--- config.mk ---
export PLATFORM = sky130hd
export DESIGN_NAME = axis_trigger_capture_flat
export DESIGN_NICKNAME = d
export VERILOG_FILES = /design/src/rtl/axis_trigger_capture_if.sv /design/src/rtl/axis_trigger_capture.sv /design/src/flat_wrapper.sv
export SDC_FILE = /design/constraint.sdc
export NUM_CORES = 1
export LEC_CHECK = 0
export BUFFER_PORTS_ARGS = -buffer_cell sky130_fd_sc_hd__buf_2
export CORE_MARGIN = 2
export CORE_UTILIZATION = 50
export CTS_BUF_LIST = sky130_fd_sc_hd__clkbuf_8
export DETAILED_ROUTE_END_ITERATION = 7
export GPL_TIMING_DRIVEN = 0
export PLACE_DENSITY_LB_ADDON = 0.05
export REMOVE_ABC_BUFFERS = 1
export SLEW_MARGIN = 20
export SYNTH_ARGS = -nofsm -noshare
export SYNTH_HDL_FRONTEND = slang
export SYNTH_SLANG_ARGS = --single-unit
--- constraint.sdc ---
create_clock -name stream_clk -period 7.25 [get_ports stream_clk]
set_input_delay 0.3625 -clock stream_clk [delete_from_list [all_inputs] [get_ports stream_clk]]
set_output_delay 0.3625 -clock stream_clk [all_outputs]
set_load 0.1 [all_outputs]
--- src/rtl/axis_trigger_capture_if.sv ---
// AXI4-Stream bundle used on both sides of the trigger capture framer.
// tvalid/tready: a beat moves when both are high in the same cycle; the source never waits on tready.
interface axis_trigger_capture_if #(
  parameter int DATA_WIDTH = 32
) ();
  logic [DATA_WIDTH-1:0] tdata;
  logic                  tvalid;
  logic                  tready;
  logic                  tlast;
  logic                  tuser;

  modport master (output tdata, output tvalid, output tlast, output tuser, input tready);
  modport slave  (input tdata, input tvalid, input tlast, input tuser, output tready);
endinterface

--- src/rtl/axis_trigger_capture.sv ---
// Acquisition framer: forwards a pre-trigger window, waits for a masked level/edge
// trigger, forwards a post-trigger window and closes the packet with tlast.
module axis_trigger_capture #(
  parameter int DATA_WIDTH  = 32,
  parameter int TRIG_WIDTH  = 32,
  parameter int COUNT_WIDTH = 32
) (
  input  logic                   stream_clk,
  input  logic                   stream_resetn,
  input  logic [TRIG_WIDTH-1:0]  trigger,
  input  logic [TRIG_WIDTH-1:0]  trigger_enable,
  input  logic [TRIG_WIDTH-1:0]  trigger_edge,
  input  logic [COUNT_WIDTH-1:0] prebuffer_beats,
  input  logic [COUNT_WIDTH-1:0] posttrigger_beats,
  input  logic                   start,
  input  logic                   abort,
  output logic                   idle,
  output logic [TRIG_WIDTH-1:0]  trigger_detected,
  output logic [COUNT_WIDTH-1:0] trigger_position,
  output logic                   overflow,
  axis_trigger_capture_if.slave  s_axis,
  axis_trigger_capture_if.master m_axis,
  output logic [2:0]             dbg_state
);

  typedef enum logic [2:0] {
    IDLE      = 3'd0,
    PREBUFFER = 3'd1,
    ARMED     = 3'd2,
    POST      = 3'd3,
    FLUSH     = 3'd4
  } state_t;

  state_t                 state, state_d;
  logic [COUNT_WIDTH-1:0] shadow_pre, shadow_post;
  logic [TRIG_WIDTH-1:0]  shadow_en, shadow_edge;
  logic [COUNT_WIDTH-1:0] pre_cnt, post_cnt, total_cnt, total_next;
  logic [TRIG_WIDTH-1:0]  trigger_q, hit_vec;
  logic                   active, beat, hit, trig_beat, start_acc;
  logic                   tlast, tuser;
  logic                   unused_s_sideband;

  // The source is free-running, so the slave side never stalls.
  assign s_axis.tready     = 1'b1;
  assign unused_s_sideband = ^{s_axis.tlast, s_axis.tuser};

  assign active    = (state != IDLE);
  assign beat      = active && s_axis.tvalid;
  assign start_acc = (state == IDLE) && start;

  assign m_axis.tdata  = active ? s_axis.tdata : '0;
  assign m_axis.tvalid = beat;
  assign m_axis.tlast  = tlast;
  assign m_axis.tuser  = tuser;

  assign idle      = (state == IDLE);
  assign dbg_state = state;

  // Edge bits compare against last cycle's trigger; level bits use the raw input.
  assign hit_vec    = shadow_en & ((shadow_edge & trigger & ~trigger_q) | (~shadow_edge & trigger));
  assign hit        = |hit_vec;
  assign trig_beat  = (state == ARMED) && beat && hit;
  assign total_next = (total_cnt == '1) ? total_cnt : total_cnt + 1'b1;

  always_comb begin
    state_d = state;
    tlast   = 1'b0;
    tuser   = 1'b0;
    case (state)
      IDLE: begin
        if (start) state_d = (prebuffer_beats == '0) ? ARMED : PREBUFFER;
      end
      PREBUFFER: begin
        if (abort)                                         state_d = FLUSH;
        else if (beat && (pre_cnt + 1'b1 == shadow_pre))   state_d = ARMED;
      end
      ARMED: begin
        if (trig_beat) begin
          tuser = 1'b1;
          if (shadow_post == '0) begin
            tlast   = 1'b1;
            state_d = IDLE;
          end else begin
            state_d = abort ? FLUSH : POST;
          end
        end else if (abort) begin
          state_d = FLUSH;
        end
      end
      POST: begin
        // The normal closing beat takes priority over a coincident abort.
        if (beat && (post_cnt + 1'b1 == shadow_post)) begin
          tlast   = 1'b1;
          state_d = IDLE;
        end else if (abort) begin
          state_d = FLUSH;
        end
      end
      FLUSH: begin
        if (beat) begin
          tlast   = 1'b1;
          state_d = IDLE;
        end
      end
      default: state_d = IDLE;
    endcase
  end

  always_ff @(posedge stream_clk or negedge stream_resetn) begin
    if (!stream_resetn) state <= IDLE;
    else                state <= state_d;
  end

  always_ff @(posedge stream_clk or negedge stream_resetn) begin
    if (!stream_resetn) begin
      trigger_q <= '0;
    end else begin
      trigger_q <= trigger;
    end
  end

  always_ff @(posedge stream_clk or negedge stream_resetn) begin
    if (!stream_resetn) begin
      shadow_pre       <= '0;
      shadow_post      <= '0;
      shadow_en        <= '0;
      shadow_edge      <= '0;
      pre_cnt          <= '0;
      post_cnt         <= '0;
      total_cnt        <= '0;
      trigger_detected <= '0;
      trigger_position <= '0;
      overflow         <= 1'b0;
    end else if (start_acc) begin
      shadow_pre       <= prebuffer_beats;
      shadow_post      <= posttrigger_beats;
      shadow_en        <= trigger_enable;
      shadow_edge      <= trigger_edge;
      pre_cnt          <= '0;
      post_cnt         <= '0;
      total_cnt        <= '0;
      trigger_position <= '0;
      overflow         <= 1'b0;
    end else if (beat) begin
      total_cnt <= total_next;
      if (!m_axis.tready) overflow <= 1'b1;
      if (state == PREBUFFER && pre_cnt != shadow_pre)  pre_cnt  <= pre_cnt + 1'b1;
      if (state == POST && post_cnt != shadow_post)     post_cnt <= post_cnt + 1'b1;
      if (trig_beat) begin
        trigger_detected <= hit_vec;
        trigger_position <= total_next;
      end
    end
  end

endmodule

--- src/flat_wrapper.sv ---
// flat-port wrapper written by rule: the top's interface ports become plain ports
module axis_trigger_capture_flat 
#(
  parameter int DATA_WIDTH  = 32,
  parameter int TRIG_WIDTH  = 32,
  parameter int COUNT_WIDTH = 32
)
  (stream_clk, stream_resetn, trigger, trigger_enable, trigger_edge, prebuffer_beats, posttrigger_beats, start, abort, idle, trigger_detected, trigger_position, overflow, dbg_state, s_axis_tdata, s_axis_tvalid, s_axis_tlast, s_axis_tuser, s_axis_tready, m_axis_tdata, m_axis_tvalid, m_axis_tlast, m_axis_tuser, m_axis_tready);
  axis_trigger_capture_if #(.DATA_WIDTH(DATA_WIDTH)) s_axis_i ();
  axis_trigger_capture_if #(.DATA_WIDTH(DATA_WIDTH)) m_axis_i ();
  input  logic stream_clk;
  input  logic stream_resetn;
  input  logic [TRIG_WIDTH-1:0] trigger;
  input  logic [TRIG_WIDTH-1:0] trigger_enable;
  input  logic [TRIG_WIDTH-1:0] trigger_edge;
  input  logic [COUNT_WIDTH-1:0] prebuffer_beats;
  input  logic [COUNT_WIDTH-1:0] posttrigger_beats;
  input  logic start;
  input  logic abort;
  output logic idle;
  output logic [TRIG_WIDTH-1:0] trigger_detected;
  output logic [COUNT_WIDTH-1:0] trigger_position;
  output logic overflow;
  output logic [2:0] dbg_state;
  input wire logic [$bits(s_axis_i.tdata)-1:0] s_axis_tdata;
  input wire logic [$bits(s_axis_i.tvalid)-1:0] s_axis_tvalid;
  input wire logic [$bits(s_axis_i.tlast)-1:0] s_axis_tlast;
  input wire logic [$bits(s_axis_i.tuser)-1:0] s_axis_tuser;
  output wire logic [$bits(s_axis_i.tready)-1:0] s_axis_tready;
  output wire logic [$bits(m_axis_i.tdata)-1:0] m_axis_tdata;
  output wire logic [$bits(m_axis_i.tvalid)-1:0] m_axis_tvalid;
  output wire logic [$bits(m_axis_i.tlast)-1:0] m_axis_tlast;
  output wire logic [$bits(m_axis_i.tuser)-1:0] m_axis_tuser;
  input wire logic [$bits(m_axis_i.tready)-1:0] m_axis_tready;
  assign s_axis_i.tdata = s_axis_tdata;
  assign s_axis_i.tvalid = s_axis_tvalid;
  assign s_axis_i.tlast = s_axis_tlast;
  assign s_axis_i.tuser = s_axis_tuser;
  assign s_axis_tready = s_axis_i.tready;
  assign m_axis_tdata = m_axis_i.tdata;
  assign m_axis_tvalid = m_axis_i.tvalid;
  assign m_axis_tlast = m_axis_i.tlast;
  assign m_axis_tuser = m_axis_i.tuser;
  assign m_axis_i.tready = m_axis_tready;
  axis_trigger_capture #(.DATA_WIDTH(DATA_WIDTH), .TRIG_WIDTH(TRIG_WIDTH), .COUNT_WIDTH(COUNT_WIDTH)) u_core (.stream_clk(stream_clk), .stream_resetn(stream_resetn), .trigger(trigger), .trigger_enable(trigger_enable), .trigger_edge(trigger_edge), .prebuffer_beats(prebuffer_beats), .posttrigger_beats(posttrigger_beats), .start(start), .abort(abort), .idle(idle), .trigger_detected(trigger_detected), .trigger_position(trigger_position), .overflow(overflow), .s_axis(s_axis_i), .m_axis(m_axis_i), .dbg_state(dbg_state));
endmodule
==> impl_metrics.toml, run 1 <==
[run_status]
outcome = "finished clean"

[power_and_ir_drop]
p_seq_frac = 0.322
power_switching_mw = 4.35
intPower_mw = 4.23
max-vdd-ir-drop_mv = 0.310
pwr-share-comb = 0.485
clkPwrFrac = 0.193
power.density_nw_per_um2 = 397
power.leakage_nw = 10.2
swShare = 0.507

[place]
dp.cells = 2601
dp_hpwl_um = 33100
io_buffers = 301
pre_cts_ws_ns = 2.86
gp_congestion = 0.898

[clock_network]
clk_pin_slew_ns = 0.06
cts.path.max_buffers = 3
cts_tree = "done"
h-tree-depth = 2
cts_buffers = 56
clock-sinks = 324
clk_latency_ns = 0.67
root_buffer = "clkbuf_8"

[global_route]
track_usage = 0.277
first_global_vias = 15300
antenna_found_initial = 2
grt_max_degree = 93
grt.overflow.total = 0
grt_pass1_wl_um = 79400

[worst_setup_path]
critical_path.max_fanout = 9
critPathArrivalTime_ns = 4.78
rr_worst_depth = 9
worst-endpoint-required_ns = 6.89
r2r_slack_ns = 3.23
endpoint_kind = "primary output"
cp-start-kind = "flip-flop"
path_class = "flip-flop to primary output"

[timing]
setup_tns_ns = 0
slew_headroom = 0.416
skew_ns = 0.0302
setup_viol = 0
fin_ws_ns = 2.11
timing.fmax_ghz = 0.194
hold_viol_final = 0
tightest_slew_ns = 0.869
finalCriticalPeriod_ns = 5.14
finalMaxSlewViolations = 0
rsz0062_at_grt = "no"
period_share = 0.709
hold_slack_ns = 0.153

[floorplanning]
coreArea_sq_um = 33300
die_area_sq_um = 35100
rows = 67
die_w_um = 187
start_util = 0.505
pin_count = 305
die_y_um = 187

[flow_run]
max_cap_viol_count = 0

[final_layout]
area_growth_pct = 28.6
layoutNonFillerInstCount = 2866
multi_input_area_sq_um = 8240
seq_area_sq_um = 8110
layout_common_cells = "541 x nand2_1, 324 x dfrtp_1, 300 x buf_2"
layout_commonest_cell = "nand2_1"
nets = 2577
drive_gt1_frac = 0.176
fillers = 2825

[logic_synthesis]
ys_async_sr_fraction = 1.00
synth_edf_count = 0
syn_area_per_cell_sq_um = 8.63
yosysWarningCount = 0
synth.distinct_cells = 73
synth-seq-area-share = 0.483
syn_area_sq_um = 16800
synthCells = 1945
ys.flop_type = "dfrtp_1"
ys_ff_latch = 324

[routing]
num_vias = 15400
wl_per_cell_um = 17.0
drc = 0
wirelength_um = 48600
first_iter_violations = 952
dr.pass1.iters = 8
antenna_left = 0
vias_per_cell = 5.38

[worst_hold_path]
worstHoldPathCells = 4
hp-class = "input pin to flip-flop"
registers in the layout (all words and copies together), names as in the netlist:
| register | count |
|---|---|
| u_core.post_cnt | 32 |
| u_core.pre_cnt | 32 |
| u_core.shadow_edge | 32 |
| u_core.shadow_en | 32 |
| u_core.shadow_post | 32 |
| u_core.shadow_pre | 32 |
| u_core.total_cnt | 32 |
| u_core.trigger_detected | 32 |
| u_core.trigger_position | 32 |
| u_core.trigger_q | 32 |
| u_core.dbg_state | 3 |
| u_core.overflow | 1 |
per-layer routing:
layer | vias to the layer above | GRT usage | share of wire
li1 | 7483 | - | -
met1 | 7406 | 0.371 | 0.44
met2 | 424 | 0.456 | 0.47
met3 | 97 | 0.0469 | 0.057
met4 | 0 | 0.101 | 0.030
met5 | - | 0 | 0
cell usage after synthesis (4+ instances only):
| library cell | instances | area [sq um] |
|---|---|---|
| nor4_1 | 41 | 257 |
| a211oi_1 | 29 | 218 |
| nor4b_1 | 6 | 52.6 |
| xnor2_1 | 90 | 788 |
| and4_1 | 11 | 96.3 |
| buf_2 | 8 | 40.0 |
| inv_1 | 14 | 52.6 |
| nand2_1 | 542 | 2030 |
| clkbuf_1 | 100 | 375 |
| or3_1 | 17 | 106 |
| a31oi_1 | 10 | 62.6 |
| nand3_1 | 73 | 365 |
| a21oi_1 | 28 | 140 |
| and4b_1 | 4 | 40.0 |
| o21ai_0 | 82 | 410 |
| mux2i_1 | 5 | 50.1 |
| nand4_1 | 45 | 282 |
| xor2_1 | 91 | 797 |
| o31ai_1 | 15 | 113 |
| o41ai_1 | 5 | 43.8 |
| or2_2 | 7 | 43.8 |
| nor3_1 | 39 | 195 |
| and3_1 | 21 | 131 |
| nor2_1 | 154 | 578 |
| and2_1 | 32 | 200 |
| a32o_1 | 16 | 160 |
| dfrtp_1 | 324 | 8110 |
| nor3b_1 | 6 | 45.0 |
| or4_1 | 6 | 45.0 |
| nor2b_1 | 43 | 269 |
| nand2b_1 | 6 | 37.5 |
| o211ai_1 | 8 | 60.1 |
cells by family (layout without fill, tap and decap cells):
family	after synthesis	count (layout)	synth area share
AO/OA/AOI/OAI	232	232	0.0919
XOR/XNOR	181	181	0.0944
buffers and inverters	127	598	0.0292
AND/OR/NAND/NOR	1071	1071	0.296
adder cells (fa/ha/maj)	3	3	0.00224
multiplexers	6	6	0.00365
other	1	3	0.000223
flip-flops	324	324	0.483
worst max-delay path, stage by stage (launching register included):
cell,delay (ns)
dfrtp_1,0.48
ha_1,0.32
nand3_2,0.24
or4_1,0.74
and2_1,0.21
a2111oi_0,0.57
o2111ai_1,0.32
or4_4,0.61
o21ai_0,0.15
buf_2,0.48
final cells by class:
cell class,count,area share
inverters,15,0.00267
multi-input cells,1494,0.382
flip-flops and latches,324,0.376
clock inverters,31,0.00788
clock buffers,69,0.0440
well taps,448,0.0260
repair buffers,483,0.162
diodes,2,0.000232
power groups by stage:
stage | registers [mW] | clock network, mW | logic (mW)
after global routing | 2.83 | 1.78 | 4.46
after global placement | 2.77 | 0 | 4.06
after CTS | 2.76 | 1.71 | 4.17
after floorplan | 3.87 | 0 | 2.01
after detailed placement | 2.78 | 0 | 4.08
final | 2.76 | 1.66 | 4.16
final timing paths:
check	start	endpoint
max	u_core.post_cnt[0]	m_axis_tlast
min	s_axis_tvalid	u_core.dbg_state[2]
max reg2reg	u_core.post_cnt[0]	u_core.dbg_state[0]
min reg2reg	u_core.shadow_en[6]	u_core.shadow_en[6]
max in group asynchronous	stream_resetn	u_core.trigger_position[16]
min in group asynchronous	stream_resetn	u_core.shadow_edge[30]
stage by stage:
stage / total power [mW] / utilization / cell area, sq um
global placement: 6.83 / 0.554 / 18400
detailed placement: 6.86 / 0.566 / 18800
CTS: 8.63 / 0.649 / 21600
global route: 9.07 / 0.649 / 21600
finish: 8.58 / 0.649 / 21600
floorplan: 5.88 / - / 16400
what timing repair did:
item | in CTS | in global routing
resized for setup | 0 | 0
hold buffers | 163 | 0
buffers inserted | 0 | 0
endpoints found under the hold margin | 259 | 0
(Power assumes the default switching activity.)
==> run 2, diff against run 1 <==
--- a/config.mk
+++ b/config.mk
@@ -5,6 +5,7 @@
 export SDC_FILE = /design/constraint.sdc
 export NUM_CORES = 1
 export LEC_CHECK = 0
+export ABC_AREA = 1
 export BUFFER_PORTS_ARGS = -buffer_cell sky130_fd_sc_hd__buf_2
 export CORE_MARGIN = 2
 export CORE_UTILIZATION = 50
==> constraint.sdc (replaced) <==
create_clock -name stream_clk -period 5.09 [get_ports stream_clk]
set_input_delay 0.2545 -clock stream_clk [delete_from_list [all_inputs] [get_ports stream_clk]]
set_output_delay 0.2545 -clock stream_clk [all_outputs]
set_load 0.1 [all_outputs]
==> run 2 against run 1 <==
  * Worst hold slack got worse by 0.067 ns
  * Utilization up 0.12 points
  * Critical endpoint unchanged
  * Largest cell class is now flip-flops and latches
  * Register-to-register slack worse by 2.1 ns
  * Critical path type unchanged
  * Clock power up 40%
  * Sequential share of layout area down 0.54 points
  * Total power is 23% higher
  * Combinational power increased by 9.9%
  * First-iteration DRC count grew 24%
  * Cell count grew 14%
==> impl_metrics.toml, run 2 <==
[routing]
antenna_left = 0
wirelength_um = 52000
dr.pass1.iters = 5
wl_per_cell_um = 16.0
vias_per_cell = 5.16
drc = 0
num_vias = 16800
first_iter_violations = 1181

[worst_setup_path]
critPathArrivalTime_ns = 3.84
timing.rr.start = "u_core.dbg_state[2]"
path_class = "flip-flop to primary output"
worstReg2RegEnd = "u_core.pre_cnt[17]"
endpoint_kind = "primary output"
rr_worst_depth = 9
critical_path.max_fanout = 7
worst-endpoint-required_ns = 4.84
r2r_slack_ns = 1.16
cp-start-kind = "flip-flop"

[timing]
slew_headroom = 0.303
rsz0062_at_grt = "no"
period_share = 0.804
timing.fmax_ghz = 0.244
hold_viol_final = 0
setup_viol = 0
finalCriticalPeriod_ns = 4.09
setup_tns_ns = 0
finalMaxSlewViolations = 0
tightest_slew_ns = 1.04
skew_ns = 0.0169

[clock_network]
cts_buffers = 54
h-tree-depth = 2
clk_latency_ns = 0.64
clk_pin_slew_ns = 0.06
cts_tree = "done"
cts.path.max_buffers = 3
cts_setup_buffers = 0
root_buffer = "clkbuf_8"
clock-sinks = 324

[global_route]
grt_max_degree = 94
use_met3 = 0.0506
met2_usage = 0.464
grtUsageMet1 = 0.403
track_usage = 0.292
grt.overflow.total = 0
first_global_vias = 16600
antenna_found_initial = 1
grt.busiest_layer = "met2"
grt_pass1_wl_um = 84300

[logic_synthesis]
synthCells = 2314
synth-seq-area-share = 0.472
synthTopCellsByArea = "dfrtp_1 47%, nand2_1 20%, o21ai_0 4.4%, inv_1 4.2%, nand3_1 4.2%"
synthTopCellsByCount = "904 x nand2_1, 324 x dfrtp_1, 193 x inv_1, 191 x nor2_1, 151 x o21ai_0"
synth_edf_count = 0
netlist.area_leader.share = 0.472
syn_area_sq_um = 17200
ys_ff_latch = 324
ys.flop_type = "dfrtp_1"
synth_most_common_cell = "nand2_1"
yosysWarningCount = 0
synth_top_cell_by_area = "dfrtp_1"
synth.distinct_cells = 40
ys_async_sr_fraction = 1.00
syn_area_per_cell_sq_um = 7.43

[place]
gp_congestion = 0.937
io_buffers = 301
dp_hpwl_um = 36500

[floorplanning]
start_util = 0.510
pin_count = 305
die_w_um = 189
die_y_um = 189
die_area_sq_um = 35900
coreArea_sq_um = 33700
rows = 67

[power_and_ir_drop]
power.leakage_nw = 10.9
total_power_mw = 10.6
power.density_nw_per_um2 = 483
max-vdd-ir-drop_mv = 0.398

[final_layout]
layout_commonest_cell = "nand2_1"
drive_gt1_frac = 0.158
final_util = 0.650
nets = 2970
layout_common_cells = "900 x nand2_1, 324 x dfrtp_1, 300 x buf_2"
area_growth_pct = 27.4

[worst_hold_path]
worstHoldPathCells = 5
hp-class = "input pin to flip-flop"
hold_end = "u_core.dbg_state[0]"
hold_start = "start"

[run_status]
outcome = "finished clean"

[flow_run]
max_cap_viol_count = 0
[run 2: changes by cell type after synthesis, sizes merged, moves of 43 or more]
cell | previous run | this run
inv | 14 | 196
o21ai | 83 | 153
nor2 | 154 | 215
nand3 | 74 | 150
nor2b | 43 | 0
nand2 | 542 | 910
[run 2: report_power, final]
part           total [mW]  switching [mW]  internal [mW]
clock                2.32            1.09           1.23
sequential           3.70           0.492           3.21
combinational        4.57            3.41           1.16
total                10.6            4.98           5.60
[run 2: cell type report]
type                    instances  area [sq um]
multi-input cells            1719          8060
diodes                          1          2.50
clock buffers                  63           867
repair buffers                472          3350
fillers                      3009         11800
clock inverters                33           208
inverters                     196           743
well taps                     448           561
flip-flops and latches        324          8110
[run 2: worst max-delay path by stage]
stage | start | slack [ns] | endpoint | cells past startpoint
after global placement | u_core.dbg_state[0] | -9.59 | u_core.trigger_position[27] | 9
after floorplan | u_core.dbg_state[0] | -4.19 | u_core.trigger_position[27] | 9
after CTS | u_core.pre_cnt[30] | 0.84 | u_core.pre_cnt[17] | 9
after global routing | u_core.post_cnt[0] | 0.76 | m_axis_tlast | 16
after detailed placement | u_core.pre_cnt[30] | 0.85 | u_core.pre_cnt[13] | 9
final | u_core.post_cnt[0] | 1.0 | m_axis_tlast | 16
[run 2: layer usage]
| metal | part of all wire | vias up |
|---|---|---|
| li1 | - | 8256 |
| met1 | 0.45 | 7903 |
| met2 | 0.46 | 535 |
| met3 | 0.063 | 115 |
| met4 | 0.030 | 0 |
| met5 | 0 | - |
[run 2: through the flow]
stage | std cells | worst slack [ns] | cell area (sq um) | hold slack, ns
4_1_cts | 3255 | 0.843 | 21900 | 0.0487
5_1_grt | 3256 | 0.763 | 21900 | 0.107
3_5_place_dp | 2995 | 0.847 | 19200 | 0.320
3_3_place_gp | 2988 | -9.59 | 18900 | 0.378
2_1_floorplan | 2239 | -4.19 | 16900 | -0.0411
6_report | 3256 | 0.998 | 21900 | 0.0866
[run 2: cell families after synthesis]
logic type               Yosys count  synth area share
AO/OA/AOI/OAI                    205            0.0641
XOR/XNOR                         118            0.0601
adder cells (fa/ha/maj)            3           0.00218
buffers and inverters            271            0.0606
flip-flops                       324             0.472
other                              1          0.000218
AND/OR/NAND/NOR                 1392             0.341
[run 2: what timing repair did]
item                      CTS  global route
hold endpoints to repair  282             0
gates resized for setup     0             0
hold buffers              164             0
[run 2: worst max-delay path, stage by stage (launching register included)]
cell and delay [ns]:
dfrtp_1 0.49, ha_1 0.24, nand2_1 0.09, nor2_2 0.16, nand2_1 0.12, nor2_2 0.34, nand2_1 0.09, nand2_1 0.08
nand2_1 0.05, nor2_1 0.12, nand2_1 0.09, nor2_1 0.09, nand2_1 0.07, nor2_2 0.15, nand2_2 0.13, o211ai_1 0.38
buf_2 0.51
==> run 3, diff against run 2 <==
==> constraint.sdc (replaced) <==
create_clock -name stream_clk -period 3.8 [get_ports stream_clk]
set_input_delay 0.19 -clock stream_clk [delete_from_list [all_inputs] [get_ports stream_clk]]
set_output_delay 0.19 -clock stream_clk [all_outputs]
set_load 0.1 [all_outputs]
==> run 3 against run 2 <==
  * Critical endpoint unchanged
  * Setup slack worse by 0.91 ns
  * Critical path type unchanged
  * Cell count about the same
  * Non-clock buffer count up 2
  * Final area up 0.21%
  * Largest power group unchanged
  * Critical path depth unchanged
==> impl_metrics.toml, run 3 (synthesis results as in run 2) <==
[run_status]
outcome = "finished clean"

[routing]
vias_per_cell = 5.19
first_iter_violations = 1157
dr.pass1.iters = 5
drc = 0
num_vias = 16900
wirelength_um = 52000
wl_per_cell_um = 16.0
antenna_left = 0

[timing]
hold_slack_ns = 0.104
hold_viol_final = 0
timing.fmax_ghz = 0.270
skew_ns = 0.0215
finalCriticalPeriod_ns = 3.71
tightest_slew_ns = 0.871
slew_headroom = 0.414
period_share = 0.976
setup_viol = 0
finalMaxSlewViolations = 0
rsz0062_at_grt = "yes"

[power_and_ir_drop]
power.leakage_nw = 11.0
max-vdd-ir-drop_mv = 0.534
power.density_nw_per_um2 = 647

[clock_network]
clock-sinks = 324
clk_latency_ns = 0.64
clk_pin_slew_ns = 0.06
cts_buffers = 54
root_buffer = "clkbuf_8"
h-tree-depth = 2
cts.path.max_buffers = 3
cts_tree = "done"

[place]
dp_hpwl_um = 36500
io_buffers = 301
gp_congestion = 0.937

[floorplanning]
coreArea_sq_um = 33700
rows = 67
die_y_um = 189
start_util = 0.510
die_area_sq_um = 35900
pin_count = 305
die_w_um = 189

[worst_setup_path]
critical_path.max_fanout = 8
cp.buffers_inverters = 1
cp_slowest_stage_delay_ns = 0.44
critPathArrivalTime_ns = 3.52
worst_path_most_repeated_cell = "nand2_1"
worst-endpoint-required_ns = 3.61
crit_slowest_cell = "dfrtp_2"
cp-start-kind = "flip-flop"
path_cells = "ha_1, nand2_1, nor2_2, nand2_2, nor2_4, nand2_1, nand2_1, nand2_1, nand2_1, nand2_1, nor2_1, nand2_1, nor2_2, nand2_2, o211ai_1, buf_6"
endpoint_kind = "primary output"
path_class = "flip-flop to primary output"
path_delay_family = "simple AND/OR/NAND/NOR gates"

[final_layout]
drive_gt1_frac = 0.159
area_growth_pct = 27.7
final_util = 0.651
layout_commonest_cell = "nand2_1"
layout_common_cells = "898 x nand2_1, 323 x dfrtp_1, 299 x buf_2"
nets = 2972

[global_route]
antenna_found_initial = 1
first_global_vias = 16600
grt_max_degree = 94
grt.overflow.total = 0
grt_pass1_wl_um = 84400
track_usage = 0.292

[flow_run]
max_cap_viol_count = 0

[worst_hold_path]
hp-class = "input pin to flip-flop"
-- run 3: worst reg2reg max path: stages (launching register included) --
cell	delay (ns)
dfrtp_1	0.42
xnor2_1	0.34
nand4_1	0.14
nor4_1	0.32
nand3_1	0.17
nand2_2	0.57
nand2_2	0.56
inv_1	0.61
nand2_1	0.09
o21ai_0	0.10
-- run 3: repair_timing --
action,4_1_cts,5_1_grt
setup endpoints to repair,13,45
buffers inserted,1,0
pin swaps,2,2
hold buffers,165,0
gates resized for setup,6,2
hold endpoints to repair,282,0
-- run 3: final cells by class --
| type | instances | area [sq um] |
|---|---|---|
| fill | 3002 | 11800 |
| sequential | 324 | 8110 |
| multi-input combinational | 1719 | 8080 |
| timing repair buffer | 474 | 3370 |
| clock buffer | 63 | 867 |
| inverter | 196 | 743 |
| tap | 448 | 561 |
| clock inverter | 33 | 208 |
| antenna | 2 | 5.00 |
-- run 3: power by group --
part / internal [mW] / switching, mW / total [mW]
registers: 4.30 / 0.661 / 4.96
clock network: 1.65 / 1.46 / 3.11
logic: 1.57 / 4.56 / 6.13
total: 7.51 / 6.68 / 14.2
-- run 3: final timing paths --
| check | cells after the start | end | slack, ns | startpoint |
|---|---|---|---|---|
| setup / recovery | 16 | m_axis_tlast | 0.09 | u_core.post_cnt[0] |
| hold / removal | 7 | u_core.dbg_state[1] | 0.10 | s_axis_tvalid |
| setup reg to reg | 9 | u_core.pre_cnt[17] | 0.39 | u_core.pre_cnt[30] |
| hold reg to reg | 2 | u_core.trigger_position[16] | 0.48 | u_core.trigger_position[16] |
| max in group asynchronous | 4 | u_core.shadow_en[19] | 2.41 | stream_resetn |
| min in group asynchronous | 2 | u_core.trigger_position[14] | 0.14 | stream_resetn |
-- run 3: routing by layer --
layer  up-vias  global-route usage  part of all wire
met5         -                   0                 0
met4         0               0.109             0.029
met3       108              0.0502             0.063
met2       528               0.464              0.46
met1      8015               0.404              0.45
li1       8261                   -                 -
-- run 3: metrics by stage --
step	instances	TNS [ns]	power, mW	area, sq um	worst slack (ns)
detailed placement	2995	-4.65	10.9	19200	-0.443
global route	3258	-0.135	15.1	21900	-0.135
global placement	2988	-3145.08	10.8	18900	-10.88
floorplan	2239	-899.36	9.37	16900	-5.48
CTS	3257	-0.00397	14.2	21900	-0.00397
finish	3259	0	14.2	21900	0.0897
